===== src/rtl/responder_judge.sv =====
// Quiz answer arbiter: first-press detection with a per-question countdown.
// It also flags foul presses and timeouts, and drives the winner LED and a timed buzzer pulse.
module responder_judge #(
  parameter int unsigned TICK_CYCLES = 50_000_000,
  parameter int unsigned WINDOW      = 10,
  parameter int unsigned BEEP_CYCLES = 10_000_000
) (
  input  logic       clk,
  input  logic       rst_n,
  input  logic [3:0] key_flag,
  input  logic       start_flag,
  input  logic       clear_flag,
  output logic [3:0] led,
  output logic       foul,
  output logic       timeout,
  output logic [3:0] remain,
  output logic       beep
);

  localparam int unsigned TickW = (TICK_CYCLES > 1) ? $clog2(TICK_CYCLES) : 1;
  localparam int unsigned BeepW = (BEEP_CYCLES > 1) ? $clog2(BEEP_CYCLES) : 1;
  localparam logic [TickW-1:0] TickLast   = TickW'(TICK_CYCLES - 1);
  localparam logic [BeepW-1:0] BeepLast   = BeepW'(BEEP_CYCLES - 1);
  localparam logic [3:0]       RemainInit = 4'(WINDOW);

  typedef enum logic [2:0] {StIdle, StArmed, StLocked, StFoul, StTimeout} state_e;

  state_e           state;
  logic [TickW-1:0] tick_cnt;
  logic [BeepW-1:0] beep_cnt;
  logic [3:0]       key_first;
  logic             key_any;
  logic             tick_wrap;

  // Two's-complement trick isolates the lowest set bit, giving bit 0 top priority.
  assign key_first = key_flag & (~key_flag + 4'd1);
  assign key_any   = |key_flag;
  assign tick_wrap = (tick_cnt == TickLast);

  always_ff @(posedge clk) begin
    if (!rst_n || clear_flag) begin
      state    <= StIdle;
      tick_cnt <= '0;
      beep_cnt <= '0;
      led      <= 4'b0000;
      foul     <= 1'b0;
      timeout  <= 1'b0;
      remain   <= RemainInit;
      beep     <= 1'b0;
    end else begin
      // Beep only ever starts on entry to a terminal state, so this never
      // collides with the entry assignments below.
      if (beep) begin
        if (beep_cnt == BeepLast) begin
          beep     <= 1'b0;
          beep_cnt <= '0;
        end else begin
          beep_cnt <= beep_cnt + 1'b1;
        end
      end

      case (state)
        StIdle: begin
          if (key_any) begin
            state    <= StFoul;
            led      <= key_first;
            foul     <= 1'b1;
            beep     <= 1'b1;
            beep_cnt <= '0;
          end else if (start_flag) begin
            state    <= StArmed;
            tick_cnt <= '0;
          end
        end

        StArmed: begin
          if (key_any) begin
            state    <= StLocked;
            led      <= key_first;
            beep     <= 1'b1;
            beep_cnt <= '0;
          end else if (tick_wrap) begin
            tick_cnt <= '0;
            if (remain <= 4'd1) begin
              state    <= StTimeout;
              remain   <= 4'd0;
              timeout  <= 1'b1;
              beep     <= 1'b1;
              beep_cnt <= '0;
            end else begin
              remain <= remain - 4'd1;
            end
          end else begin
            tick_cnt <= tick_cnt + 1'b1;
          end
        end

        default: begin
          // Terminal states hold everything until clear or reset.
        end
      endcase
    end
  end

endmodule


===== config.mk =====
export PLATFORM = sky130hd
export DESIGN_NAME = responder_judge
export DESIGN_NICKNAME = d
export VERILOG_FILES = /design/src/rtl/responder_judge.sv
export SDC_FILE = /design/constraint.sdc
export NUM_CORES = 1
export LEC_CHECK = 0
export BUFFER_PORTS_ARGS = -buffer_cell sky130_fd_sc_hd__buf_4
export CAP_MARGIN = 20
export CORE_MARGIN = 2
export CORE_UTILIZATION = 30
export DETAILED_ROUTE_END_ITERATION = 16
export PLACE_DENSITY = 0.55
export SETUP_SLACK_MARGIN = 0.1
export SYNTH_ARGS = -nofsm -noshare
export SYNTH_HDL_FRONTEND = slang
export SYNTH_SLANG_ARGS = --single-unit

===== constraint.sdc =====
create_clock -name clk -period 6.2 [get_ports clk]
set_input_delay 1.55 -clock clk [delete_from_list [all_inputs] [get_ports clk]]
set_output_delay 1.55 -clock clk [all_outputs]
set_load 0.01 [all_outputs]

After elaboration in Yosys (flattened, before gate mapping)
Cells that the tools add are included.
- multiplexer cells: 26
- add/sub/neg operators: 4
- magnitude comparators: 1
- equality and inequality tests: 9
- bitwise operators: 3
- reduce and logical (&&, ||, !) cells: 12
- operators with widths (operator ; count):
    2-to-1 mux 24 bit ; 6
    2-to-1 mux 26 bit ; 4
    one-hot mux 26 bit (2 select lines) ; 1
    one-hot mux 24 bit (2 select lines) ; 1
    adder 26 x 1 -> 26 bit (second input constant) ; 1
    equality test 26 bit (second input constant) ; 1
    adder 24 x 1 -> 24 bit (second input constant) ; 1
    equality test 24 bit (second input constant) ; 1
    2-to-1 mux 3 bit ; 5
    AND reduction 4 bit ; 3
    != test 3 bit (second input constant) ; 3
    2-to-1 mux 1 bit ; 6
    != test 2 bit (second input constant) ; 3
    one-hot mux 3 bit (2 select lines) ; 1
    adder 4 x 1 -> 4 bit (second input constant) ; 1
    AND 4 bit ; 1
    <= comparator 4 x 1 -> 1 bit (second input constant) ; 1
    2-to-1 mux 4 bit ; 1
    inverter 4 bit ; 1
    AND reduction 2 bit ; 2
    OR reduction 4 bit ; 1
    subtractor 4 x 1 -> 4 bit (second input constant) ; 1
    equality test 3 x 1 -> 1 bit (second input constant) ; 1
    zero test 3 bit ; 1
    7 further kinds ; 7
- word-level logic and storage cells: 63
- flip-flop bits (word level): 64
- output and inout bits: 11
- bits of input ports: 8

Logic depth before layout (Yosys ltp)
- depth after elaboration: 7
- gate-level depth with buffers: 8

Worst setup path after synthesis
No wires, ideal clock.
- path kind: input to register
- start: input port key_flag[0]
- end: register remain[3]
- library setup time: 0.062 ns
- stages on the path: 5
- data required time: 6.138 ns
- setup slack: 3.191 ns
- path buffers: 0
- arrival time: 2.947 ns
- path through: or4_4 > nor2_8 > nand4_4 > or4_1 > nand3_1
- cells in the longest elaborated chain, start to end: 3
- RTL lines (item ; RTL line ; text):
    start, declared ; 10 ; input logic [3:0] key_flag,
    OR reduction 4 bit ; 37 ; assign key_any = |key_flag;
    inverter 1 bit (no line) ; -- ;
    AND reduction 3 bit (no line) ; -- ;
    end signal, assigned ; 48 ; remain <= RemainInit;
    end signal, assigned ; 91 ; remain <= remain - 4'd1;
    end, declared ; 16 ; output logic [3:0] remain,
Every way passes these cells.
A chain may end at the register's enable or synchronous reset.

Final worst setup path
- start: input port key_flag[0]
- end: register tick_cnt[24]
- cells in the longest elaborated chain, start to end: 3
- elaborated cells between the ends (all ways): 4
- those cells by class: 2 x eq/ne; 2 x reduce/logical
- RTL lines (item ; RTL line ; text):
    OR reduction 4 bit (*) ; 37 ;
    != test 2 bit (no line) ; -- ;
    AND reduction 4 bit (no line) (*) ; -- ;
    end signal, assigned ; 94 ; tick_cnt <= tick_cnt + 1'b1;
    end, declared ; 29 ; logic [TickW-1:0] tick_cnt;
Every way passes the cells marked *; elsewhere a longest branch is shown, timed or not.

==> flow_results.xml <==
<?xml version="1.0" encoding="UTF-8"?>
<metrics>
  <group name="yosys">
    <metric name="syn-instance-count" unit="">364</metric>
    <metric name="postSynthRegisterBits" unit="">64</metric>
    <metric name="yosysSeqAreaShare" unit="">0.4075</metric>
    <metric name="ys_types" unit="">53</metric>
    <metric name="syn_avg_cell_area" unit="sq um">8.638</metric>
    <metric name="synth_nets" unit="">376</metric>
    <metric name="post_synth_instance_area" unit="sq um">3144</metric>
    <metric name="postSynth.asyncResetShare" unit="">0</metric>
    <metric name="synthFlopType" unit="">dfxtp_1</metric>
    <metric name="synth-warning-count" unit="">0</metric>
    <metric name="edff_count_synth" unit="">0</metric>
  </group>
  <group name="critical_path">
    <metric name="end_kind" unit="">register</metric>
    <metric name="critPathMaxFanout" unit="">14</metric>
    <metric name="worstPathCellList" unit="">buf_4 -&gt; nor4_2 -&gt; o211a_1 -&gt; nand3_1 -&gt; or3_1 -&gt; a21oi_1</metric>
    <metric name="cpLargestDelayFamily" unit="">simple AND/OR/NAND/NOR gates</metric>
    <metric name="r2r_slack" unit="ns">3.50</metric>
    <metric name="worst-endpoint-arrival" unit="ns">3.32</metric>
    <metric name="critical_path.reg2reg.startpoint" unit="">tick_cnt[0]</metric>
    <metric name="slowest_stage_cell_cp" unit="">o211a_1</metric>
    <metric name="critPathLaunchType" unit="">input pin</metric>
    <metric name="critical_path.max_stage_delay" unit="ns">0.55</metric>
    <metric name="ff2ff_path_depth" unit="">6</metric>
    <metric name="regToRegEndpoint" unit="">beep_cnt[8]</metric>
    <metric name="worstPathBufferInverterCount" unit="">1</metric>
    <metric name="worst-endpoint-required" unit="ns">6.49</metric>
    <metric name="worstSetupPathType" unit="">in -&gt; reg</metric>
  </group>
  <group name="placement">
    <metric name="routabilityCongestion" unit="">0.8374</metric>
    <metric name="place.detailed.instances" unit="">508</metric>
    <metric name="hpwlAfterDp" unit="mm">4.834</metric>
    <metric name="dpl_worst_slack" unit="ns">2.466</metric>
    <metric name="portBuffers" unit="">18</metric>
  </group>
  <group name="global_routing">
    <metric name="antenna_violations_before_repair" unit="">0</metric>
    <metric name="grt_util_all_layers" unit="">0.1320</metric>
    <metric name="global_route_wire_length_before_repair" unit="mm">11.83</metric>
    <metric name="grt_start_max_net_pins" unit="">26</metric>
    <metric name="grt_overflow" unit="">0</metric>
    <metric name="vias_in_the_first_global_route" unit="">2430</metric>
  </group>
  <group name="sta">
    <metric name="timing.final.hold_violations" unit="">0</metric>
    <metric name="timing.clock.skew" unit="ns">0.009150</metric>
    <metric name="setup_viol" unit="">0</metric>
    <metric name="timing.fmax" unit="MHz">330.2</metric>
    <metric name="drv_slew" unit="">0</metric>
    <metric name="slew_headroom" unit="">0.4205</metric>
    <metric name="tns" unit="ns">0</metric>
    <metric name="setup_repair_after_global_routing_missed_its_margin" unit="">no</metric>
    <metric name="layout_min_cycle_time" unit="ns">3.028</metric>
    <metric name="worst_pin_slew" unit="ns">0.8668</metric>
    <metric name="post-route-worst-setup-slack" unit="ns">3.172</metric>
    <metric name="final_min_period_over_clock_period" unit="">0.4885</metric>
  </group>
  <group name="cells_and_area">
    <metric name="final_layout_size_suffix_gt1_frac" unit="">0.1260</metric>
    <metric name="diodes" unit="">0</metric>
    <metric name="postLayoutCoreUtil" unit="">0.3566</metric>
    <metric name="area_of_combinational_cells_with_multiple_inputs" unit="sq um">1773</metric>
    <metric name="nFillCells" unit="">1061</metric>
    <metric name="final_cell_count_no_fill" unit="">525</metric>
    <metric name="most-common-layout-cells" unit="">64 x nor2_1, 64 x dfxtp_1, 23 x xnor2_1, 22 x nand2_1</metric>
    <metric name="area.sequential" unit="sq um">1281</metric>
    <metric name="net_count_of_the_finished_layout" unit="">396</metric>
    <metric name="area_growth_syn_to_layout" unit="%">16.04</metric>
  </group>
  <group name="power">
    <metric name="leakage" unit="nW">1.158</metric>
    <metric name="power.share.sequential" unit="">0.470</metric>
    <metric name="power_report.internal_total" unit="mW">0.6915</metric>
    <metric name="power.ir.vdd_worst" unit="V">0.0001304</metric>
    <metric name="comb_power_share" unit="">0.035</metric>
    <metric name="power.switching_fraction" unit="">0.2187</metric>
    <metric name="power.clock.fraction" unit="">0.495</metric>
    <metric name="power.density_cell_area" unit="nW/um^2">242.6</metric>
    <metric name="switching_power" unit="mW">0.1935</metric>
  </group>
  <group name="drt">
    <metric name="average_detailed_routed_wire_length_per_instance" unit="microns">13.13</metric>
    <metric name="via_per_inst" unit="">5.023</metric>
    <metric name="dr_total_vias" unit="">2637</metric>
    <metric name="wirelength" unit="mm">6.891</metric>
    <metric name="drt_first_pass_iters" unit="">4</metric>
    <metric name="remaining_drc_errors" unit="">0</metric>
    <metric name="ant_nets" unit="">0</metric>
    <metric name="detailedRoute.firstIterationViolations" unit="">78</metric>
  </group>
  <group name="clocking">
    <metric name="post-cts-setup-buffer-count" unit="">0</metric>
    <metric name="clockBufferDepth" unit="">2</metric>
    <metric name="clock_transition_time_at_the_flip_flop_clock_pins_of_the_worst_setup_and_hold_paths" unit="ns">0.08</metric>
    <metric name="cts_repair_resize_count" unit="">0</metric>
    <metric name="cts_num_sinks" unit="">64</metric>
    <metric name="clock_tree.root_cell" unit="">clkbuf_8</metric>
    <metric name="clock_tree_from_tritoncts" unit="">done</metric>
    <metric name="clock_insertion_delay_worst_skew" unit="ns">0.36</metric>
    <metric name="htree_levels" unit="">3</metric>
    <metric name="holdBufCountCts" unit="">0</metric>
    <metric name="numCtsBuffers" unit="">9</metric>
  </group>
  <group name="run_status">
    <metric name="outcome" unit="">finished clean</metric>
  </group>
  <group name="floorplanning">
    <metric name="initial_utilization" unit="">0.3073</metric>
    <metric name="floorplan.rows" unit="">37</metric>
    <metric name="io-pin-count" unit="">19</metric>
    <metric name="chipWidth" unit="microns">106.4</metric>
    <metric name="die_height" unit="microns">106.4</metric>
    <metric name="core-area" unit="sq um">10230</metric>
    <metric name="dieArea" unit="sq um">11320</metric>
  </group>
  <group name="min_path">
    <metric name="min_delay_worst_endpoint" unit="">timeout</metric>
    <metric name="hold_class" unit="">reg -&gt; reg</metric>
    <metric name="worst_hold_path.num_cells" unit="">2</metric>
    <metric name="worst_hold_startpoint" unit="">timeout</metric>
  </group>
  <group name="run">
    <metric name="cap_viol_max_count" unit="">0</metric>
  </group>
</metrics>
==> final cells by class <==
cell class,count,share of cell area
inverter,8,0.008230
multi-input combinational,282,0.4859
clock inverter,7,0.03292
timing repair buffer,19,0.04115
tap,136,0.04664
sequential,64,0.3512
clock buffer,9,0.03395
==> sequential cells by signal (all words and copies together), names as in the netlist <==
name	count
tick_cnt	26
beep	1
foul	1
timeout	1
beep_cnt	24
remain	4
state	3
led	4
==> worst reg2reg max path: stages (launching register included) <==
cell      delay, ns
dfxtp_1        0.38
ha_1           0.24
nand4_1        0.16
nor2_1         0.51
nand4_1        0.36
o211ai_2       0.78
nor2_1         0.13
==> cells by family (layout without fill, tap and decap cells) <==
logic type | after synthesis | count (layout) | share of synthesized area
adders and majority gates | 4 | 4 | 0.01592
and+or+nand+nor | 199 | 199 | 0.3510
buffers and inverters | 18 | 43 | 0.02865
DFF | 64 | 64 | 0.4075
muxes | 1 | 1 | 0.003184
xor gates and xnor gates | 43 | 43 | 0.1198
AOI/OAI and AO/OA | 35 | 35 | 0.07402
==> power groups by stage <==
stage / registers [mW] / clock network, mW / logic (mW)
2_1_floorplan: 0.425 / 0 / 0.0193
3_3_place_gp: 0.425 / 0 / 0.0303
3_5_place_dp: 0.425 / 0 / 0.0305
4_1_cts: 0.416 / 0.449 / 0.0307
5_1_grt: 0.416 / 0.469 / 0.0351
6_report: 0.416 / 0.438 / 0.0314
==> worst max-delay path by stage <==
stage                     start      endpoint  cells after the start
floorplan           key_flag[0]     remain[3]                      5
global placement    key_flag[0]   tick_cnt[3]                      5
detailed placement  key_flag[0]  tick_cnt[23]                      5
CTS                 key_flag[0]  tick_cnt[23]                      5
global route        key_flag[0]  tick_cnt[24]                      6
finish              key_flag[0]  tick_cnt[24]                      6
==> per-stage QoR <==
step	hold slack (ns)	cell area [sq um]	power, mW
floorplan	0.4536	3144	0.4447
global placement	0.4478	3390	0.4556
detailed placement	0.4549	3390	0.4557
CTS	0.4708	3633	0.8954
global route	0.4811	3649	0.9202
finish	0.4687	3649	0.8850
==> layer usage <==
layer	vias to the layer above	GRT usage	wire [microns]
li1	1342	-	-
met1	1239	0.1679	3320
met2	41	0.1996	3102
met3	15	0.04292	294
met4	0	0.06579	173
met5	-	0	0
==> Yosys cell counts (2+ instances only) <==
cell       n  area [sq um]
nand2_1   22         82.58
or4_1      3         22.52
o21a_1     3         22.52
a31oi_1    3         18.77
nand3b_1   2         15.01
buf_4      3         22.52
and3_1     4         25.02
nor2_1    64         240.2
nand2b_1   2         12.51
ha_1       4         50.05
or4b_1     2         20.02
nor3_1    14         70.07
nor4_2     2         25.02
xnor2_1   23         201.4
or3_1      4         25.02
nand4_1   19         118.9
nor4_1     9         56.30
o21ai_0    5         25.02
dfxtp_1   64          1281
or4b_2     2         20.02
nand3_1   20         100.1
and4_1     7         61.31
a21oi_1   14         70.07
nand4b_1   2         17.52
o211ai_2   2         25.02
and4b_1    2         20.02
buf_2      3         15.01
clkbuf_1   3         11.26
inv_1      8         30.03
xor2_1    20         175.2
nor3b_1    2         15.01
and2_1     5         31.28
nor4b_1    2         17.52
(Power assumes the default switching activity.)
